`src/rtl/wb_port_arbiter.sv`:
```
// Purpose: owns the single register-file write port and arbitrates it between the pipeline writeback and a multi-cycle unit.
// Latency: the granted write appears on rfWe/rfAddr/rfData one cycle later.
// Backpressure: the MC unit waits via mcReady; after STARVE_LIMIT lost cycles the pipeline is stalled via pipeStall.
module wb_port_arbiter #(
    parameter int STARVE_LIMIT = 4
) (
    input  logic        clk,
    input  logic        rst_n,
    input  logic        pipeWrt,
    input  logic [4:0]  pipeRd,
    input  logic [31:0] pipeData,
    input  logic        mcValid,
    input  logic [4:0]  mcRd,
    input  logic [31:0] mcData,
    output logic        mcReady,
    output logic        pipeStall,
    output logic        rfWe,
    output logic [4:0]  rfAddr,
    output logic [31:0] rfData,
    output logic [7:0]  forcedCnt
);

    localparam logic [3:0] LIMIT = 4'(STARVE_LIMIT);

    // 0 = idle, 1..LIMIT-1 = waiting, LIMIT = next MC request is forced through
    logic [3:0] waitCnt;
    logic       force_grant;
    logic       grant_mc;
    logic       grant_pipe;
    logic       mc_xfer;

    // Grant priority: forced MC, then pipeline, then opportunistic MC.
    // Outputs are gated by rst_n so nothing is granted while reset is held.
    always_comb begin
        force_grant = 1'b0;
        grant_mc    = 1'b0;
        grant_pipe  = 1'b0;
        if (rst_n) begin
            force_grant = mcValid && (waitCnt == LIMIT);
            if (force_grant) begin
                grant_mc = 1'b1;
            end else if (pipeWrt) begin
                grant_pipe = 1'b1;
            end else if (mcValid) begin
                grant_mc = 1'b1;
            end
        end
    end

    assign mcReady   = grant_mc;
    assign pipeStall = force_grant;
    assign mc_xfer   = mcValid && grant_mc;

    // Starvation counter: grows while MC is refused, clears on transfer or withdrawal.
    // Forced grants always transfer, so the counter never passes LIMIT.
    always_ff @(posedge clk or negedge rst_n) begin
        if (!rst_n) begin
            waitCnt <= 4'd0;
        end else if (!mcValid || mc_xfer) begin
            waitCnt <= 4'd0;
        end else if (waitCnt != LIMIT) begin
            waitCnt <= waitCnt + 4'd1;
        end
    end

    // Register-file write port: one writer per cycle, address/data hold when idle.
    always_ff @(posedge clk or negedge rst_n) begin
        if (!rst_n) begin
            rfWe   <= 1'b0;
            rfAddr <= 5'd0;
            rfData <= 32'd0;
        end else if (grant_mc) begin
            rfWe   <= 1'b1;
            rfAddr <= mcRd;
            rfData <= mcData;
        end else if (grant_pipe) begin
            rfWe   <= 1'b1;
            rfAddr <= pipeRd;
            rfData <= pipeData;
        end else begin
            rfWe   <= 1'b0;
        end
    end

    // Saturating count of forced MC grants.
    always_ff @(posedge clk or negedge rst_n) begin
        if (!rst_n) begin
            forcedCnt <= 8'd0;
        end else if (force_grant && (forcedCnt != 8'hFF)) begin
            forcedCnt <= forcedCnt + 8'd1;
        end
    end

endmodule

```
`config.mk`:
```
export PLATFORM = sky130hd
export DESIGN_NAME = wb_port_arbiter
export DESIGN_NICKNAME = d
export VERILOG_FILES = /design/src/rtl/wb_port_arbiter.sv
export SDC_FILE = /design/constraint.sdc
export NUM_CORES = 1
export LEC_CHECK = 0
export BUFFER_PORTS_ARGS = -buffer_cell sky130_fd_sc_hd__buf_2
export CAP_MARGIN = 20
export CORE_UTILIZATION = 40
export CTS_CLUSTER_SIZE = 14
export DETAILED_ROUTE_END_ITERATION = 8
export PLACE_DENSITY = 0.76
export SLEW_MARGIN = 10
export SYNTH_ARGS = -nofsm -noshare
export SYNTH_HDL_FRONTEND = slang
export SYNTH_SLANG_ARGS = --single-unit
export TNS_END_PERCENT = 10
```
`constraint.sdc`:
```
create_clock -name clk -period 1.6 [get_ports clk]
set_input_delay 0.08 -clock clk [delete_from_list [all_inputs] [get_ports clk]]
set_output_delay 0.08 -clock clk [all_outputs]
set_load 0.1 [all_outputs]
```
# After elaboration in Yosys (flattened, before gate mapping)
# Cells that the tools add are included.
# word_totals
latch_bits	0
ramBits	0
output_inout_bits	48
n_memories	0
rom_bits	0
register_bits	50
# op_classes
n_eq_ne	3
n_reduce_logical	7
mul	0
n_shift	0
bitwise_logic	0
magnitude_cmp	0
mux	16
div	0
n_addsub	2
# op_table
op	count
2-to-1 mux 32 bit	2
2-to-1 mux 1 bit	10
2-to-1 mux 5 bit	2
adder 8 x 1 -> 8 bit (second input constant)	1
2-to-1 mux 4 bit	2
inequality test 8 bit (second input constant)	1
adder 4 x 1 -> 4 bit (second input constant)	1
equality test 4 x 3 -> 1 bit (second input constant)	1
inequality test 4 x 3 -> 1 bit (second input constant)	1
nonzero test 2 bit	2
logical AND 1 bit	3
zero test 1 bit	1
logical OR 1 bit	1

# Logic depth before layout (Yosys ltp)
# logic_depth
word_depth	7
mapped_depth	9
depth_no_buf	7

# Least setup slack after synthesis
# Ideal clock, no wire load.
# synth_path
path_type	reg2reg
startpoint	register waitCnt[0]
endpoint	register forcedCnt[2]
arrival_ns	2.521
setup_time_ns	0.126
required_ns	1.474
stages_incl_launch_ff	7
slack_ns	-1.047
n_path_buf	0
cell_sequence	dfrtp_1 > inv_1 > ha_1 > nand3b_4 > nor2_1 > nand2_1 > mux2_2
# synth_via
elab_chain_cells	4
# synth_lines
element	line	text
start: declaration	26	logic [3:0] waitCnt;
start signal: assignment	62	waitCnt <= waitCnt + 4'd1;
equality test 4 x 3 -> 1 bit	39	force_grant = mcValid && (waitCnt == LIMIT);
logical AND 1 bit	39	
2-to-1 mux 1 bit	38	if (rst_n) begin
net pipeStall	16	output logic pipeStall,
logical AND 1 bit	89	end else if (force_grant && (forcedCnt != 8'hFF)) begin
end signal: assignment	90	forcedCnt <= forcedCnt + 8'd1;
end: declaration	20	output logic [7:0] forcedCnt
# The timed path passes the listed nets, and every way through them passes these cells.
# A chain may end at the register's enable or synchronous reset.

# Worst setup path in the final report
# layout_path
startpoint	register waitCnt[0]
endpoint	register forcedCnt[6]
# layout_via
elab_chain_cells	4
# layout_lines
element	line
equality test 4 x 3 -> 1 bit	39
logical AND 1 bit	39
2-to-1 mux 1 bit	38
logical AND 1 bit	89
# Every way passes these cells.

==> run metrics <==
Synth warnings 0; relative contribution of the clock network to total power 17.2%; launch instance of the worst register-to-register path waitCnt[0]$_DFFE_PN0P_; Row Count 27; detailed-router iteration count before antenna repair 4; number of buffers inserted during clock tree synthesis 5; required time of the critical path ~1.8 ns; number of standard cells after synthesis 263; maximum fanout along the worst path 4; worst reg2reg path depth 7; Chip Height 78.2 um; net count after synthesis 344; Synth async-reset ratio 100%; later-pin clock latency in the skew report 0.30 ns; origin of the worst min-delay path mcData[9]; area of the core region between 5000 and 6000 um^2; fin area about 3400 um^2; kind of path behind the tightest hold check in2reg; fill count 490; status finished, violations left; Peak Freq around 570 MHz; Net Sw Frac roughly half; data arrival at the endpoint of the critical path a little under 2 ns; element type at the critical path end flop; total routing resource utilization after global routing about a fifth; count of max-cap constraint violations 0; count of distinct cell types in the synthesized netlist 26; VDD IR max 0.623 mV; average detailed-routed wire length per instance approximately 12 um; Sequential Power Share 37.1%; share of synthesized area occupied by flip-flops and latches a little over half; Worst path max stage delay slightly above 0.5 ns; clock tree from TritonCTS yes; number of remaining DRC errors 0; commonest cells after routing, fill and taps aside 123 x sky130_fd_sc_hd__buf_2, 77 x sky130_fd_sc_hd__nand2_1, 42 x sky130_fd_sc_hd__dfrtp_1; Most used DFF post-synth sky130_fd_sc_hd__dfrtp_1; biggest area consumer among synthesized cells sky130_fd_sc_hd__dfrtp_1; Die ar. about 6100 um^2; final number of hold-violating endpoints 0; vias per cell between 4 and 5; final estimated routing congestion in global placement a little under 0.8; number of enable flip-flop cells after synthesis 0; Clock Sink Count 50; number of antenna violations at the first check in global routing 0; worst-path cell with the longest stage delay sky130_fd_sc_hd__or4b_4; Cell Chain, Critical Path inv_2, ha_4, nand3b_4, buf_4, or4b_4, nor2_4, xor2_1; fraction of power consumed by combinational cells a little under half; worst setup timing slack at the placement stage -0.0305 ns; library cell used as clock root buffer sky130_fd_sc_hd__clkbuf_8; unrepaired setup endpoints after global routing true; antenna diode instance count 0; worst setup path startpoint waitCnt[0]$_DFFE_PN0P_; smallest setup slack after layout -0.140 ns; count of final setup violators 10; register area 1270 um^2; Largest delay share family, worst path simple AND/OR/NAND/NOR gates; synthesized area per cell 8.83 um^2; share of post-route cells with drive strength above 1 a little under half; chip width 78.2 um; pin count of the biggest net entering global routing 47; Placed Area roughly 3100 um^2; Leakage Power ~1.7 nW; power per standard cell area 1240 nW/um^2; combined area of the multi-input logic cells ~1000 um^2; internal power between 2 and 2.5 mW; Ports 126; normalized max-slew margin 62.7%; sort of element at the start of the critical path flop; half-perimeter wire length of the detailed placement result between 4000 and 5000 um; aggregate routed wire length around 5900 um; failing checks setup timing; number of buffers between clock root and the deepest sink 2; Yosys reg bits 50; initial core utilization 41.9%; Hold WS 0.0168 ns; cell count of the worst hold path 3; combined area of all synthesized cells around 2300 um^2; port buffer count between 100 and 150; most frequent standard cell in the layout excluding fill and tap cells sky130_fd_sc_hd__buf_2; First DRT Iteration DRCs 100; ratio of final minimum period to clock period 109%; number of nets at the end of the flow 485; area share of the largest cell type after synthesis 53.9%; vias after detailed routing approximately 2.3k; Clock Pin Slew Worst Setup and Hold Paths around 0.090 ns; vias in the first global route 2064; Slew Viols, Final 0; final global-route overflow total 0; Crit path buffers/inverters 2; dominant cells by area after synthesis sky130_fd_sc_hd__dfrtp_1 54%, sky130_fd_sc_hd__nand2_1 13%, sky130_fd_sc_hd__a31oi_1 10%; Antenna Nets Post-Route 0; terminus of the critical flop-to-flop path forcedCnt[6]$_DFFE_PN0P_; crit path time final around 1.7 ns; Area growth, synth to finish 47.5%; critical path class reg2reg; R2R Setup Slk -0.14 ns; Least-Margin Pin Slew 0.560 ns; global-route wire length before repair approximately 9400 um; setup clock skew after layout between 0.007 and 0.008 ns; Switch Pwr between 2 and 2.5 mW; total number of H-tree levels 2; worst-case hold path end point rfData[9]$_DFFE_PN0P_
## layout make-up
type | instances | area share, %
multi-input cells | 192 | 30.3
well taps | 72 | 2.63
inverters | 5 | 0.694
flip-flops and latches | 50 | 37.0
clock buffers | 7 | 2.52
repair buffers | 150 | 26.9
## through the flow
stage / total power [mW] / setup TNS, ns / utilization, % / cells
global placement: 3.44 / 0 / 56.7 / 454
finish: 4.24 / -0.422 / 61.8 / 476
CTS: 4.22 / -0.247 / 60.0 / 470
global route: 4.44 / -3.05 / 61.8 / 476
detailed placement: 3.46 / -0.177 / 56.7 / 454
floorplan: 3.08 / -0.874 / - / 263
## Yosys cell counts (2+ instances only)
library cell / count
sky130_fd_sc_hd__buf_6: 3
sky130_fd_sc_hd__xnor2_1: 5
sky130_fd_sc_hd__o21a_1: 2
sky130_fd_sc_hd__mux2_2: 2
sky130_fd_sc_hd__xor2_1: 2
sky130_fd_sc_hd__ha_1: 3
sky130_fd_sc_hd__buf_2: 5
sky130_fd_sc_hd__a21oi_1: 3
sky130_fd_sc_hd__dfrtp_1: 50
sky130_fd_sc_hd__nand4_1: 2
sky130_fd_sc_hd__nand3_1: 5
sky130_fd_sc_hd__inv_1: 4
sky130_fd_sc_hd__nor2_1: 41
sky130_fd_sc_hd__nor3_1: 2
sky130_fd_sc_hd__nand2_1: 80
sky130_fd_sc_hd__clkbuf_1: 8
sky130_fd_sc_hd__a31oi_1: 37
## registers in the layout, summed over array words and instances (netlist names)
| signal | cells |
|---|---|
| rfData | 32 |
| rfWe | 1 |
| forcedCnt | 8 |
| rfAddr | 5 |
| waitCnt | 4 |
## how the worst max path moves through the flow
stage	to	slack (ns)	cells past startpoint
after global routing	forcedCnt[6]$_DFFE_PN0P_	-0.21	7
after floorplan	forcedCnt[6]$_DFFE_PN0P_	-0.17	5
after global placement	forcedCnt[6]$_DFFE_PN0P_	0.05	6
final	forcedCnt[6]$_DFFE_PN0P_	-0.14	7
after detailed placement	rfData[16]$_DFFE_PN0P_	-0.03	8
after CTS	forcedCnt[6]$_DFFE_PN0P_	-0.11	7
## power by group through the flow
stage	sequential, mW	combinational [mW]	clock [mW]
floorplan	2.74	0.333	0
global placement	1.59	1.85	0
detailed placement	1.60	1.86	0
CTS	1.58	1.90	0.742
global route	1.60	2.03	0.817
finish	1.57	1.94	0.728
## what timing repair did
item                                   CTS  global route
pin swaps                                2            16
gates cloned                             0             0
hold buffers                             2             0
gates resized for setup                  6            15
endpoints found under the hold margin    4             0
setup endpoints to repair               29            47
buffers inserted                         7             6
## kinds of logic (layout without fill, tap and decap cells)
kind of cell | count (synthesis) | in the layout | synth area share, %
DFF | 50 | 50 | 53.9
muxes | 2 | 2 | 0.970
buffers and inverters | 21 | 162 | 4.63
adders and majority gates | 3 | 3 | 1.62
AOI/OAI and AO/OA | 45 | 45 | 12.2
and+or+nand+nor | 135 | 135 | 24.0
xor gates and xnor gates | 7 | 7 | 2.64
## worst reg2reg max path, delay by kind of cell (launching register included)
kind	cells	cell delay, ns
simple gates	3	0.71
flops	1	0.40
buf+inv	2	0.26
fa+ha+maj	1	0.15
xor+xnor	1	0.15
## per-layer routing
metal	GRT usage, %	part of all wire [%]	vias up
li1	-	-	1159
met1	23.0	41	1076
met2	34.9	52	70
met3	5.12	5.1	8
met4	6.30	1.5	0
met5	0	0	-
Power figures use the tool's default switching activity.
